$ cat config.mk
export PLATFORM = sky130hd
export DESIGN_NAME = debounce_event_scheduler
export DESIGN_NICKNAME = d
export VERILOG_FILES = /design/src/rtl/debounce_pkg.sv /design/src/rtl/debounce_event_scheduler_rr_arbiter.sv /design/src/rtl/debounce_event_scheduler.sv
export SDC_FILE = /design/constraint.sdc
export NUM_CORES = 1
export LEC_CHECK = 0
export ABC_AREA = 1
export CELL_PAD_IN_SITES_DETAIL_PLACEMENT = 1
export CELL_PAD_IN_SITES_GLOBAL_PLACEMENT = 1
export CORE_MARGIN = 4
export CORE_UTILIZATION = 35
export DETAILED_ROUTE_END_ITERATION = 16
export DONT_BUFFER_PORTS = 1
export PLACE_DENSITY_LB_ADDON = 0.1
export SETUP_SLACK_MARGIN = 0.05
export SYNTH_ARGS = -nofsm -noshare
export SYNTH_HDL_FRONTEND = slang
export SYNTH_HIERARCHICAL = 1
export SYNTH_SLANG_ARGS = --single-unit
$ cat constraint.sdc
create_clock -name clk -period 3.9 [get_ports clk]
set_input_delay 0.39 -clock clk [delete_from_list [all_inputs] [get_ports clk]]
set_output_delay 0.39 -clock clk [all_outputs]
set_load 0.005 [all_outputs]
$ cat src/rtl/debounce_pkg.sv
// Shared helpers for the debounce event scheduler.
// Contents:
//   idx_width  - bits needed to index n items (at least 1)
//   cnt_width  - bits needed to hold a counter value 0..max_val
package debounce_pkg;

  function automatic int unsigned idx_width(input int unsigned n);
    return (n < 2) ? 1 : $clog2(n);
  endfunction

  function automatic int unsigned cnt_width(input int unsigned max_val);
    return (max_val < 1) ? 1 : $clog2(max_val + 1);
  endfunction

endpackage

$ cat src/rtl/debounce_event_scheduler_rr_arbiter.sv
// Combinational round-robin arbiter.
// Grants the first requesting index at or after 'pointer', wrapping cyclically.
// Ports:
//   req          in   N        request vector
//   pointer      in   W        highest-priority index this cycle
//   grant_onehot out  N        one-hot grant (zero when nothing requested)
//   grant_idx    out  W        binary index of the grant
//   any          out  1        at least one request present
// The pointer register itself is owned by the instantiating module.
module rr_arbiter #(
  parameter int N = 4
) (
  input  logic [N-1:0]         req,
  input  logic [$clog2(N)-1:0] pointer,
  output logic [N-1:0]         grant_onehot,
  output logic [$clog2(N)-1:0] grant_idx,
  output logic                 any
);
  localparam int W  = $clog2(N);
  localparam int W1 = W + 1;

  logic [W:0]   sum;
  logic [W-1:0] idx;

  always_comb begin
    grant_onehot = '0;
    grant_idx    = '0;
    any          = 1'b0;
    sum          = '0;
    idx          = '0;
    for (int k = 0; k < N; k++) begin
      // One extra bit so the wrap works for non-power-of-two N as well.
      sum = {1'b0, pointer} + W1'(k);
      if (sum >= W1'(N)) sum = sum - W1'(N);
      idx = sum[W-1:0];
      if (!any && req[idx]) begin
        any               = 1'b1;
        grant_idx         = idx;
        grant_onehot[idx] = 1'b1;
      end
    end
  end

endmodule

$ cat src/rtl/debounce_event_scheduler.sv
// Debounces N_CH raw inputs with one shared tick prescaler and turns every
// accepted level change into an {channel, level} event, serialised through a
// round-robin arbiter onto a single valid/ready port.
// Ports:
//   clk        in   1       clock, rising edge
//   s_reset    in   1       synchronous active-high reset
//   in_raw     in   N_CH    asynchronous raw inputs
//   debounced  out  N_CH    accepted level per channel
//   evt_valid  out  1       event available
//   evt_ready  in   1       consumer takes the event when valid && ready
//   evt_ch     out  CH_W    channel of the current event
//   evt_level  out  1       new level of that channel
//   evt_lost   out  N_CH    sticky: a pending event on the channel was overwritten
//   lost_clr   in   1       clears evt_lost
module debounce_event_scheduler
  import debounce_pkg::*;
#(
  parameter int N_CH         = 4,
  parameter int TICK_DIV     = 10000,
  parameter int STABLE_TICKS = 10
) (
  input  logic                    clk,
  input  logic                    s_reset,
  input  logic [N_CH-1:0]         in_raw,
  output logic [N_CH-1:0]         debounced,
  output logic                    evt_valid,
  input  logic                    evt_ready,
  output logic [$clog2(N_CH)-1:0] evt_ch,
  output logic                    evt_level,
  output logic [N_CH-1:0]         evt_lost,
  input  logic                    lost_clr
);
  localparam int CH_W = idx_width(N_CH);
  localparam int CW   = cnt_width(STABLE_TICKS);
  localparam int PW   = idx_width(TICK_DIV);

  typedef struct packed {
    logic [CH_W-1:0] ch;
    logic            level;
  } evt_t;

  logic [N_CH-1:0] s1_reg, s2_reg, s3_reg;
  logic [PW-1:0]   presc_reg;
  logic [CW-1:0]   cnt_reg [N_CH];
  logic [N_CH-1:0] deb_reg, pend_reg, plev_reg, lost_reg;
  logic            valid_reg;
  evt_t            out_reg;
  logic [CH_W-1:0] ptr_reg;

  logic [N_CH-1:0] edge_det, accept, grant_clr, pend_next, lost_set, lost_next;
  logic [N_CH-1:0] gnt_oh;
  logic [CH_W-1:0] gnt_idx;
  logic            gnt_any, tick, load;

  assign edge_det = s2_reg ^ s3_reg;
  assign tick     = (presc_reg == PW'(TICK_DIV - 1));
  // The output register may take a new event when empty or being drained.
  assign load     = !valid_reg || evt_ready;

  for (genvar gi = 0; gi < N_CH; gi++) begin : g_accept
    assign accept[gi] = (cnt_reg[gi] == CW'(STABLE_TICKS)) && (s3_reg[gi] != deb_reg[gi]);
  end

  rr_arbiter #(.N(N_CH)) u_arb (
    .req          (pend_reg),
    .pointer      (ptr_reg),
    .grant_onehot (gnt_oh),
    .grant_idx    (gnt_idx),
    .any          (gnt_any)
  );

  // A fresh accept beats a same-cycle grant clear; that case re-pends the
  // channel and is not an overwrite, since the old event was delivered.
  assign grant_clr = (load && gnt_any) ? gnt_oh : '0;
  assign pend_next = accept | (pend_reg & ~grant_clr);
  assign lost_set  = accept & pend_reg & ~grant_clr;
  assign lost_next = lost_set | (lost_clr ? '0 : lost_reg);

  always_ff @(posedge clk) begin
    if (s_reset) begin
      s1_reg    <= '0;
      s2_reg    <= '0;
      s3_reg    <= '0;
      presc_reg <= '0;
      for (int i = 0; i < N_CH; i++) cnt_reg[i] <= '0;
      deb_reg   <= '0;
      pend_reg  <= '0;
      plev_reg  <= '0;
      lost_reg  <= '0;
      valid_reg <= 1'b0;
      out_reg   <= '0;
      ptr_reg   <= '0;
    end else begin
      s1_reg <= in_raw;
      s2_reg <= s1_reg;
      s3_reg <= s2_reg;

      // Free-running; input edges never realign it.
      presc_reg <= tick ? '0 : presc_reg + PW'(1);

      for (int i = 0; i < N_CH; i++) begin
        if (edge_det[i])
          cnt_reg[i] <= '0;
        else if (tick && (cnt_reg[i] < CW'(STABLE_TICKS)))
          cnt_reg[i] <= cnt_reg[i] + CW'(1);
        if (accept[i]) begin
          deb_reg[i]  <= s3_reg[i];
          plev_reg[i] <= s3_reg[i];
        end
      end

      pend_reg <= pend_next;
      lost_reg <= lost_next;

      if (load) begin
        if (gnt_any) begin
          valid_reg     <= 1'b1;
          out_reg.ch    <= gnt_idx;
          out_reg.level <= plev_reg[gnt_idx];
          ptr_reg       <= (gnt_idx == CH_W'(N_CH - 1)) ? '0 : gnt_idx + CH_W'(1);
        end else begin
          valid_reg <= 1'b0;
        end
      end
    end
  end

  assign debounced = deb_reg;
  assign evt_valid = valid_reg;
  assign evt_ch    = out_reg.ch;
  assign evt_level = out_reg.level;
  assign evt_lost  = lost_reg;

endmodule

==> run_results.csv, run 1 <==
group,metric,value,unit
power,power_leakage,1.403,nW
critical_path,crit_path_max_fanout,10,
sta,setup_viol,0,
critical_path,crit_start,"ptr_reg[0]",
min_path,hp-class,"primary input to register",
finish,final_common_cell,"nand2_1",
global_routing,grtUsageTotal,14.74,%
critical_path,reg2reg_from,"ptr_reg[0]",
clocking,ctsResizeCount,0,
min_path,hold_start,"s_reset",
drt,drc,0,
clocking,cts_tree,"done",
power,irDropWorstVdd,0.2080,mV
sta,tightestPinTransition,0.5387,ns
clocking,postCtsHoldBufs,0,
clocking,postCtsSetupBuffers,0,
clocking,clk_path_buf_depth,2,
finish,diodes,0,
floorplanning,chipWidth,103.8,um
logic_synthesis,synthCells,416,
logic_synthesis,avgSynthCellArea,7.718,um2
logic_synthesis,netlist_area,3211,um2
critical_path,worst-path-buf-inv,4,
global_routing,grt_pass1_wl,12960,um
logic_synthesis,ys_seq_elements,60,
critical_path,cp_data_arrival_time,2.84,ns
clocking,ctsRootBufferMaster,"clkbuf_8",
global_routing,met1_usage,18.63,%
placed_design,routabilityCongestion,0.7643,
drt,drt_wl_total,7443,um
power,power_density,560.3,nW/um2
clocking,cts_buffers,9,
sta,min_period,2.608,ns
floorplanning,num_io_pins,20,
floorplanning,core-area,8806,um2
global_routing,met2_usage,24.30,%
sta,maxSlewHeadroom,64.09,%
drt,vias,2605,
logic_synthesis,ys_seq_area_share,42.40,%
critical_path,cp_cell_sequence,"inv_2 -> ha_1 -> inv_1 -> nand3_1 -> nand2_1 -> nor2_1 -> a21oi_1 -> nand3_1 -> inv_1 -> o21ai_0 -> nand3_1 -> nand2_1 -> inv_1",
drt,ant_nets,0,
global_routing,grt_overflow,0,
sta,setup_ws,1.293,ns
sta,finalSetupTns,0,ns
drt,vias_per_cell,4.878,
placed_design,post-place-ws,1.274,ns
sta,skew,0.006588,ns
min_path,hold_depth,1,
critical_path,endpoint_kind,"register",
outcome,run_status,"finished, final reports clean",
global_routing,grt_max_degree,28,
critical_path,rr_worst_depth,13,
finish,fin_nets,444,
finish,largest_register_ffs,16,
clocking,cts_sinks,60,
critical_path,worstSetupPathType,"register to register",
critical_path,cp_top_family,"simple AND/OR/NAND/NOR gates",
floorplanning,start_util,36.46,%
drt,wire_per_inst,13.94,um
global_routing,grtUsageMet3,4.229,%
logic_synthesis,yosysWarningCount,6,
critical_path,cp_num_cells,13,
sta,rsz0062_at_grt,"no",
logic_synthesis,synth_fp_nets,439,
clocking,cts_max_level,3,
critical_path,required,4.13,ns
finish,drive_gt1_share,8.920,%
logic_synthesis,yosysUniqueCellTypes,30,
critical_path,crit_slowest_cell,"dfxtp_1",
critical_path,worst-r2r-setup-slack,1.29,ns
finish,area_growth,10.56,%
sta,period_share,66.86,%
critical_path,critPathMaxStageDelay,0.55,ns
floorplanning,rows,34,
clocking,clk_pin_slew,0.07,ns
critical_path,worst_setup_path_start_kind,"register",
finish,final_cell_mix,"nand2_1 (72), nor2_1 (65), inv_1 (57), dfxtp_1 (44), nand3_1 (39)",
sta,hold_viol,0,
global_routing,antenna_found_initial,0,
drt,dr.pass1.iters,4,
global_routing,grt_busiest_layer,"met2",
floorplanning,die_y,103.8,um
flow_run,maxCapViolCount,0,
placed_design,portBuffers,0,
drt,drt_iter0_drc,51,
clocking,clkLatencyLatePin,0.33,ns
sta,maxSlewViolCount,0,
floorplanning,die-area,10770,um2
global_routing,grt_pass1_vias,2708,
sta,fmax,0.3835,GHz
placed_design,dp_hpwl,5603,um
==> cells by family (layout without fill, tap and decap cells) <==
family	after synthesis	after routing	synth area share, %
AND/OR/NAND/NOR	210	210	30.75
buffers and inverters	67	77	8.262
adder cells (fa/ha/maj)	15	15	5.846
AO/OA/AOI/OAI	50	50	8.925
flip-flops	60	60	42.40
XOR/XNOR	14	14	3.819
==> Yosys cell counts (all sizes together) <==
| cell | number | share of area [%] |
|---|---|---|
| clkinv | 2 | 0.23 |
| buf | 6 | 1.1 |
| xnor2 | 5 | 1.4 |
| nor3 | 2 | 0.31 |
| nor2 | 69 | 8.8 |
| nand2 | 81 | 10 |
| a21boi | 4 | 0.94 |
| nand4 | 15 | 3.7 |
| o21ai | 8 | 1.2 |
| dfxtp | 44 | 27 |
| o21a | 4 | 0.94 |
| edfxtp | 16 | 15 |
| xor2 | 9 | 2.5 |
| nand3 | 43 | 7.6 |
| ha | 15 | 5.8 |
| a211oi | 5 | 1.2 |
| inv | 59 | 6.9 |
| a21oi | 29 | 4.6 |
==> cell type report <==
type                            instances  area, um2
Multi-Input combinational cell        289       1584
Sequential cell                        60       1361
Clock buffer                           11      141.4
Tap cell                              108      135.1
Clock inverter                          5      98.84
Inverter                               61      229.0
Fill cell                            1070       5256
==> metal layers <==
metal  share of wire (%)  vias to the layer above
met1                  48                     1209
met3                 3.0                       10
met5                   0                        -
met4                 1.9                        0
li1                    -                     1357
met2                  47                       29
==> report_power, final <==
| group | switching, mW | internal (mW) | total [mW] |
|---|---|---|---|
| registers | 0.0590 | 0.688 | 0.747 |
| logic | 0.382 | 0.178 | 0.560 |
| clock network | 0.243 | 0.439 | 0.682 |
| total | 0.683 | 1.31 | 1.99 |
==> metrics by stage <==
| stage | hold WS (ns) | instance area (um2) | total power, mW | instances | utilization (%) |
|---|---|---|---|---|---|
| floorplan | 0.3883 | 3211 | 1.209 | 416 | - |
| global placement | 0.3943 | 3309 | 1.317 | 518 | 37.58 |
| detailed placement | 0.3959 | 3309 | 1.329 | 518 | 37.58 |
| CTS | 0.09936 | 3550 | 2.020 | 534 | 40.31 |
| global route | 0.09383 | 3550 | 2.144 | 534 | 40.31 |
| finish | 0.1192 | 3550 | 1.989 | 534 | 40.31 |
==> final timing paths <==
check / end
max: evt_level
min: evt_lost[3]
max reg2reg: evt_level
min reg2reg: s2_reg[0]
Power figures use the tool's default switching activity.
==> run 2, diff against run 1 <==
==> constraint.sdc (replaced) <==
create_clock -name clk -period 2.72 [get_ports clk]
set_input_delay 0.272 -clock clk [delete_from_list [all_inputs] [get_ports clk]]
set_output_delay 0.272 -clock clk [all_outputs]
set_load 0.005 [all_outputs]
==> run 2 against run 1 <==
  * Sequential cell count is the same
  * Maximum frequency grew 11%
  * Cell count grew 0.56%
  * Non-clock buffer count grew 3
  * Largest power group unchanged
==> run_results.csv, run 2 (synthesis results as in run 1) <==
group,metric,value,unit
outcome,run_status,"finished, final reports clean",
clocking,cts_max_level,3,
critical_path,rr_worst_depth,13,
floorplanning,die-area,10770,um2
finish,diodes,0,
sta,maxSlewHeadroom,31.02,%
critical_path,worstSetupPathType,"register to register",
clocking,cts_sinks,60,
floorplanning,chipWidth,103.8,um
finish,fin_nets,447,
finish,area_growth,9.314,%
sta,setup_ws,0.3774,ns
placed_design,routabilityCongestion,0.7267,
power,power_density,746.9,nW/um2
floorplanning,start_util,36.46,%
drt,vias,2640,
clocking,ctsRootBufferMaster,"clkbuf_8",
finish,largest_register_ffs,16,
critical_path,crit_path_max_fanout,9,
clocking,clkLatencyLatePin,0.34,ns
clocking,clk_pin_slew,0.08,ns
critical_path,reg2reg_from,"ptr_reg[0]",
placed_design,portBuffers,0,
drt,drt_iter0_drc,55,
global_routing,grt_max_degree,24,
sta,finalSetupTns,0,ns
drt,vias_per_cell,4.916,
critical_path,worst_setup_path_start_kind,"register",
finish,fillerInstances,1080,
min_path,min_to,"s1_reg[2]",
drt,dr.pass1.iters,4,
clocking,cts_tree,"done",
global_routing,antenna_found_initial,0,
global_routing,grt_pass1_vias,2618,
drt,ant_nets,0,
power,irDropWorstVdd,0.2545,mV
global_routing,grt_overflow,0,
flow_run,maxCapViolCount,0,
placed_design,dp_cells,520,
critical_path,reg2reg_to,"evt_level",
drt,drc,0,
power,total_power,2.621,mW
floorplanning,rows,34,
finish,final_common_cell,"nand2_1",
floorplanning,core-area,8806,um2
sta,maxSlewViolCount,0,
min_path,hold_depth,2,
sta,skew,0.01494,ns
min_path,hp-class,"primary input to register",
sta,period_share,86.13,%
critical_path,worst-r2r-setup-slack,0.38,ns
sta,tightestPinTransition,1.031,ns
critical_path,required,2.97,ns
placed_design,dp_hpwl,5515,um
finish,drive_gt1_share,9.790,%
drt,wire_per_inst,13.86,um
sta,setup_viol,0,
global_routing,grt_pass1_wl,12940,um
clocking,ctsResizeCount,0,
placed_design,post-place-ws,0.3878,ns
finish,final_cell_mix,"nand2_1 (72), nor2_1 (65), inv_1 (57), dfxtp_1 (44), nand3_1 (39)",
power,power_leakage,1.382,nW
min_path,hold_start,"in_raw[2]",
finish,finalNonFillerCells,537,
sta,rsz0062_at_grt,"no",
global_routing,grtUsageTotal,14.70,%
clocking,cts_buffers,9,
sta,fmax,0.4269,GHz
critical_path,cp_data_arrival_time,2.59,ns
floorplanning,die_y,103.8,um
sta,hold_viol,0,
sta,min_period,2.343,ns
clocking,clk_path_buf_depth,2,
floorplanning,num_io_pins,20,
clocking,postCtsSetupBuffers,0,
critical_path,endpoint_kind,"register",
drt,drt_wl_total,7442,um
## run 2: cell count changes in the layout (fill, tap and decap cells not counted), sizes merged
cell,change
bufinv,-3
buf,+2
clkbuf,-2
clkinv,+2
clkinvlp,+2
dlygate4sd3,+1
inv,+1
## run 2: worst max-delay path by stage
stage | from | slack (ns) | end
floorplan | ptr_reg[0] | 0.49 | pend_reg[3]
global placement | ptr_reg[0] | 0.42 | evt_level
detailed placement | ptr_reg[0] | 0.39 | evt_level
CTS | ptr_reg[0] | 0.39 | evt_level
global route | ptr_reg[0] | 0.13 | evt_level
finish | ptr_reg[0] | 0.38 | evt_level
## run 2: timing repair
action | CTS | global route
setup endpoints to repair | 0 | 0
hold endpoints to repair | 23 | 0
hold buffers | 1 | 0
## run 2: where the power goes
group	switching (mW)	total, mW	leakage (nW)	internal [mW]
Clock	0.384	0.717	0.0856	0.333
Sequential	0.0566	1.04	0.527	0.986
Combinational	0.590	0.862	0.770	0.272
Total	1.03	2.62	1.38	1.59
## run 2: per-layer routing
metal	wire (um)	track usage (%)	up-vias	share of wire (%)
met5	0	0	-	0
li1	-	-	1367	-
met4	108	4.653	0	1.5
met3	221	3.109	11	3.0
met2	3458	24.35	31	46
met1	3655	19.20	1231	49
## run 2: layout make-up
class,count,area [um2],share of cell area (%)
Inverter,61,229.0,6.524
Clock inverter,7,51.30,1.462
Tap cell,108,135.1,3.850
Clock buffer,9,123.9,3.529
Sequential cell,60,1361,38.79
Timing Repair Buffer,3,25.02,0.7130
Multi-Input combinational cell,289,1584,45.13
## run 2: critical path: stages (launching register included)
cell,delay [ns]
dfxtp_1,0.34
inv_2,0.10
ha_1,0.37
inv_1,0.10
nand3_1,0.09
nand2_1,0.05
nor2_1,0.37
a21oi_1,0.13
nand3_1,0.22
inv_1,0.12
o21ai_0,0.18
nand3_1,0.09
nand2_1,0.08
inv_1,0.03
## run 2: per-stage QoR
| stage | instance area (um2) | hold WS [ns] | util, % |
|---|---|---|---|
| global route | 3510 | 0.01470 | 39.86 |
| global placement | 3324 | 0.3456 | 37.75 |
| detailed placement | 3324 | 0.3473 | 37.75 |
| CTS | 3510 | 0.01121 | 39.86 |
| finish | 3510 | 0.03273 | 39.86 |
| floorplan | 3211 | 0.3790 | - |
==> run 3, diff against run 2 <==
--- a/config.mk
+++ b/config.mk
@@ -8,8 +8,9 @@
 export ABC_AREA = 1
 export CELL_PAD_IN_SITES_DETAIL_PLACEMENT = 1
 export CELL_PAD_IN_SITES_GLOBAL_PLACEMENT = 1
+export CORE_ASPECT_RATIO = 1.25
 export CORE_MARGIN = 4
-export CORE_UTILIZATION = 35
+export CORE_UTILIZATION = 47
 export DETAILED_ROUTE_END_ITERATION = 16
 export DONT_BUFFER_PORTS = 1
 export PLACE_DENSITY_LB_ADDON = 0.1
@@ -18,3 +19,4 @@
 export SYNTH_HDL_FRONTEND = slang
 export SYNTH_HIERARCHICAL = 1
 export SYNTH_SLANG_ARGS = --single-unit
+export TNS_END_PERCENT = 50
==> run 3 against run 2 <==
  * Total power decreased by 1.1%
  * Cell count decreased by 3.7%
  * Global-route usage increased by 5.6 points
  * Non-clock buffer count increased by 1
  * Worst hold slack got worse by 0.0034 ns
  * Via count increased by 1.5%
  * First-iteration DRC count increased by 27%
  * Maximum frequency increased by 2.8%
  * Largest cell class unchanged
  * Highest routed layer unchanged
==> run_results.csv, run 3 (synthesis results as in run 1) <==
group,metric,value,unit
placed_design,place_area,3298,um2
power,power_density,743.5,nW/um2
critical_path,worst-path-buf-inv,4,
finish,fin_nets,448,
finish,area_growth,8.612,%
global_routing,grt_max_degree,23,
placed_design,post-place-ws,0.4540,ns
clocking,clkLatencyLatePin,0.34,ns
floorplanning,die-area,8226,um2
critical_path,cp_data_arrival_time,2.52,ns
clocking,clk_pin_slew,0.07,ns
critical_path,required,2.96,ns
flow_run,maxCapViolCount,0,
sta,hold_viol,0,
clocking,ctsRootBufferMaster,"clkbuf_8",
floorplanning,die_y,100.4,um
critical_path,cp_cell_sequence,"inv_2 -> ha_1 -> inv_1 -> nand3_1 -> nand2_1 -> nor2_1 -> a21oi_1 -> nand3_1 -> inv_1 -> o21ai_0 -> nand3_1 -> nand2_1 -> inv_1",
min_path,min_to,"s1_reg[3]",
floorplanning,core-area,6606,um2
finish,final_cell_mix,"nand2_1 (72), nor2_1 (65), inv_1 (57), dfxtp_1 (44), nand3_1 (39)",
drt,dr.pass1.iters,4,
critical_path,reg2reg_to,"evt_level",
outcome,run_status,"finished, final reports clean",
global_routing,grt_overflow,0,
clocking,cts_sinks,60,
clocking,clk_path_buf_depth,2,
drt,drc,0,
drt,vias,2680,
finish,fillerInstances,851,
critical_path,crit_slowest_cell,"ha_1",
critical_path,worst-r2r-setup-slack,0.44,ns
sta,skew,0.009884,ns
global_routing,grt_pass1_vias,2744,
floorplanning,rows,33,
finish,drive_gt1_share,9.302,%
placed_design,dp_hpwl,5600,um
clocking,postCtsSetupBuffers,0,
min_path,hp-class,"primary input to register",
sta,setup_ws,0.4411,ns
drt,drt_iter0_drc,70,
critical_path,crit_path_max_fanout,9,
global_routing,grtUsageTotal,20.26,%
sta,fmax,0.4388,GHz
sta,maxSlewHeadroom,42.33,%
sta,tightestPinTransition,0.8622,ns
critical_path,worstSetupPathType,"register to register",
power,irDropWorstVdd,0.3791,mV
global_routing,grt_pass1_wl,12650,um
min_path,hold_depth,2,
finish,post-route-util,52.78,%
placed_design,portBuffers,0,
finish,largest_register_ffs,16,
min_path,hold_start,"in_raw[3]",
critical_path,rr_worst_depth,13,
finish,diodes,0,
critical_path,endpoint_kind,"register",
drt,ant_nets,0,
sta,period_share,83.78,%
sta,setup_viol,0,
critical_path,cp_top_family,"simple AND/OR/NAND/NOR gates",
sta,finalSetupTns,0,ns
sta,rsz0062_at_grt,"no",
placed_design,routabilityCongestion,0.8166,
drt,drt_wl_total,7430,um
floorplanning,start_util,48.60,%
floorplanning,chipWidth,81.93,um
sta,maxSlewViolCount,0,
global_routing,antenna_found_initial,0,
drt,vias_per_cell,5.184,
sta,min_period,2.279,ns
critical_path,critPathMaxStageDelay,0.37,ns
critical_path,reg2reg_from,"ptr_reg[0]",
critical_path,worst_setup_path_start_kind,"register",
floorplanning,num_io_pins,20,
clocking,cts_max_level,3,
finish,design_area,3487,um2
drt,wire_per_inst,14.37,um
clocking,cts_tree,"done",
clocking,cts_buffers,9,
power,power_leakage,1.391,nW
finish,final_common_cell,"nand2_1",
[run 3: worst max-delay path by stage]
stage               start  depth (start not counted)  slack, ns           to
6_report       ptr_reg[0]                         13       0.44    evt_level
5_1_grt        ptr_reg[0]                         13       0.17  pend_reg[0]
4_1_cts        ptr_reg[0]                         13       0.41  pend_reg[0]
3_5_place_dp   ptr_reg[0]                         13       0.45  pend_reg[3]
3_3_place_gp   ptr_reg[0]                         13       0.57  pend_reg[2]
2_1_floorplan  ptr_reg[0]                         15       0.49  pend_reg[3]
[run 3: timing repair]
action | 4_1_cts | 5_1_grt
endpoints found under the hold margin | 22 | 0
resized for setup | 0 | 0
setup endpoints to repair | 0 | 0
hold buffers | 2 | 0
[run 3: per-layer routing]
layer  wire length, um  up-vias  part of all wire [%]  global-route usage (%)
met4                95        0                   1.3                   7.289
met1              3076     1273                    41                   21.90
met3               303        6                   4.1                   6.104
li1                  -     1367                     -                       -
met5                 0        -                     0                       0
met2              3953       34                    53                   36.47
[run 3: power by group]
group	internal (mW)	total (mW)	switching, mW
Clock	0.349	0.696	0.347
Sequential	0.987	1.05	0.0605
Combinational	0.273	0.849	0.577
Total	1.61	2.59	0.984
[run 3: layout make-up]
cell class	instances	area [um2]	share of cell area, %
clock buffers	11	141.4	4.055
clock inverters	5	27.53	0.7894
inverters	61	229.0	6.566
multi-input cells	289	1584	45.43
flip-flops and latches	60	1361	39.04
well taps	87	108.9	3.122
repair buffers	4	35.03	1.005
[run 3: metrics by stage]
stage / hold slack (ns) / std cells / total power [mW]
global route: 0.01154 / 517 / 2.787
detailed placement: 0.3523 / 499 / 1.911
CTS: 0.01121 / 517 / 2.621
finish: 0.02938 / 517 / 2.593
global placement: 0.3472 / 499 / 1.885
floorplan: 0.3790 / 416 / 1.734
==> patch (flow settings as in run 3) <==
Set the parameter `STABLE_TICKS` to 5 (it was 10).
--- a/src/rtl/debounce_event_scheduler.sv
+++ b/src/rtl/debounce_event_scheduler.sv
@@ -18,5 +18,5 @@
   parameter int N_CH         = 4,
   parameter int TICK_DIV     = 10000,
-  parameter int STABLE_TICKS = 10
+  parameter int STABLE_TICKS = 5
 ) (
   input  logic                    clk,
Check against the original RTL: no difference found for any inputs over 10 cycles, from zero or initial values and one cycle with s_reset high; that may be too few to reach the edited logic, so the function may still have changed.
==> patch against run 3 <==
Wire length shrank 5.9%; die area down 6.3%; largest cell class unchanged; final area decreased by 8.0%; worst setup slack got worse by 0.020 ns; largest power group unchanged; highest routed layer unchanged; synthesized area fell by 6.9%; clock power shrank 31%; global-route usage down 1.3 points; combinational power shrank 22%; power is 19% lower; sequential cell count shrank 4.
==> patch: results (changes against run 3) <==
{| class="wikitable"
! Metric !! Value
|-
| Async SR Flop Fraction || 0% (unchanged)
|-
| Synthesized instance count || 389 (was 416)
|-
| DRT Wirelength || 6.994 mm (was 7.430 mm)
|-
| Area grow syn2layout || 7.370% (was 8.612%)
|-
| Compound-Gate Fraction of Synth Area || 9.925% (was 8.924%)
|-
| Result of the run || completed (unchanged)
|-
| Worst setup skew after layout || 0.01241 ns (was 0.009884 ns)
|-
| Vias after detailed routing || 2487 (was 2680)
|-
| Placed instance count || 471 (was 499)
|-
| Proportion of layout cells with a drive suffix above 1 || 10.03% (was 9.302%)
|-
| Arrival time worst endpoint || 2.53 ns (was 2.52 ns)
|-
| Worst reg2reg setup slack || 0.42 ns (was 0.44 ns)
|-
| Number of buffers created by CTS || 5 (was 9)
|-
| Source of the worst hold timing path || s_reset (was in_raw[3])
|-
| HPWL Detailed || 5.245 mm (was 5.600 mm)
|-
| Seq/Total Area, Yosys || 41.54% (was 42.40%)
|-
| Placement-stage cell area || 3064 um2 (was 3298 um2)
|-
| Share of the synthesized netlist area taken by xor and xnor gates || 2.345% (was 3.819%)
|-
| H-tree levels || 2 (was 3)
|-
| Number of distinct library cells after synthesis || 29 (was 30)
|-
| Syn nets || 412 (was 439)
|-
| Filler cell count || 811 (was 851)
|-
| Last weighted congestion value of the routability-driven placer || 0.8800 (was 0.8166)
|-
| Final #Nets || 421 (was 448)
|-
| Worst max-slew margin expressed relative to the limit || 77.27% (was 42.33%)
|-
| Combinational share of power || 31.8% (was 32.8%)
|-
| Biggest fanout along the worst timing path || 13 (was 9)
|-
| Worst hold margin || 0.01678 ns (was 0.02938 ns)
|-
| Internal Dissipation || 1.308 mW (was 1.608 mW)
|-
| Wire length of the first global-routing pass || 11.72 mm (was 12.65 mm)
|-
| Adder and majority gate portion of the synthesized area || 6.281% (was 5.846%)
|-
| Post-synth EDFFs || 12 (was 16)
|-
| Reg clk slew, reported paths || 0.11 ns (was 0.07 ns)
|-
| Cell types with the largest area share after synthesis || dfxtp_1 29%, edfxtp_1 12%, nand2_1 9.7% (was dfxtp_1 27%, edfxtp_1 15%, nand2_1 8.4%)
|-
| Leakage power total || 1.278 nW (was 1.391 nW)
|-
| CTS Hold Buffers Added || 4 (was 2)
|-
| Combinational-cell power consumption || 664 uW (was 849 uW)
|-
| Slowest library cell on the worst path || dfxtp_1 (was ha_1)
|-
| Peak supply drop || 0.4682 mV (was 0.3791 mV)
|-
| Post-place setup slack || 0.4536 ns (was 0.4540 ns)
|-
| Via density || 5.138 (was 5.184)
|-
| Maximum operating frequency || 435.0 MHz (was 438.8 MHz)
|-
| Most numerous cell types in the synthesized netlist || 77 x nand2_1, 51 x inv_1, 51 x nor2_1 (was 72 x nand2_1, 65 x nor2_1, 57 x inv_1)
|-
| Share of power burned in the clock network || 23.0% (was 26.9%)
|-
| Slowest Stage Delay on Critical Path || between 0.3 and 0.4 ns
|}
-- patch: cells by family (layout without fill, tap and decap cells) --
family	count (synthesis)	after routing
AND/OR/NAND/NOR	194	194
buffers and inverters	60	70
AO/OA/AOI/OAI	56	56
flip-flops	56	56
adder cells (fa/ha/maj)	15	15
XOR/XNOR	8	8
-- patch: cell type report --
type                            instances  share of cell area, %
Sequential cell                        56                  38.69
Clock inverter                          3                 0.7800
Timing Repair Buffer                    8                  2.262
Multi-Input combinational cell        273                  46.45
Clock buffer                            5                  2.145
Tap cell                               85                  3.315
Inverter                               54                  6.357
-- patch: per-layer routing --
layer	global-route usage (%)	vias up	wire, um
li1	-	1268	-
met1	20.61	1177	2954
met2	35.99	32	3748
met3	3.803	10	208
met4	5.423	0	82
met5	0	-	0
-- patch: final timing paths --
kind / to / cells past startpoint
setup / recovery: evt_level / 13
hold reg to reg: s2_reg[2] / 2
hold / removal: s3_reg[0] / 1
setup reg to reg: evt_level / 13
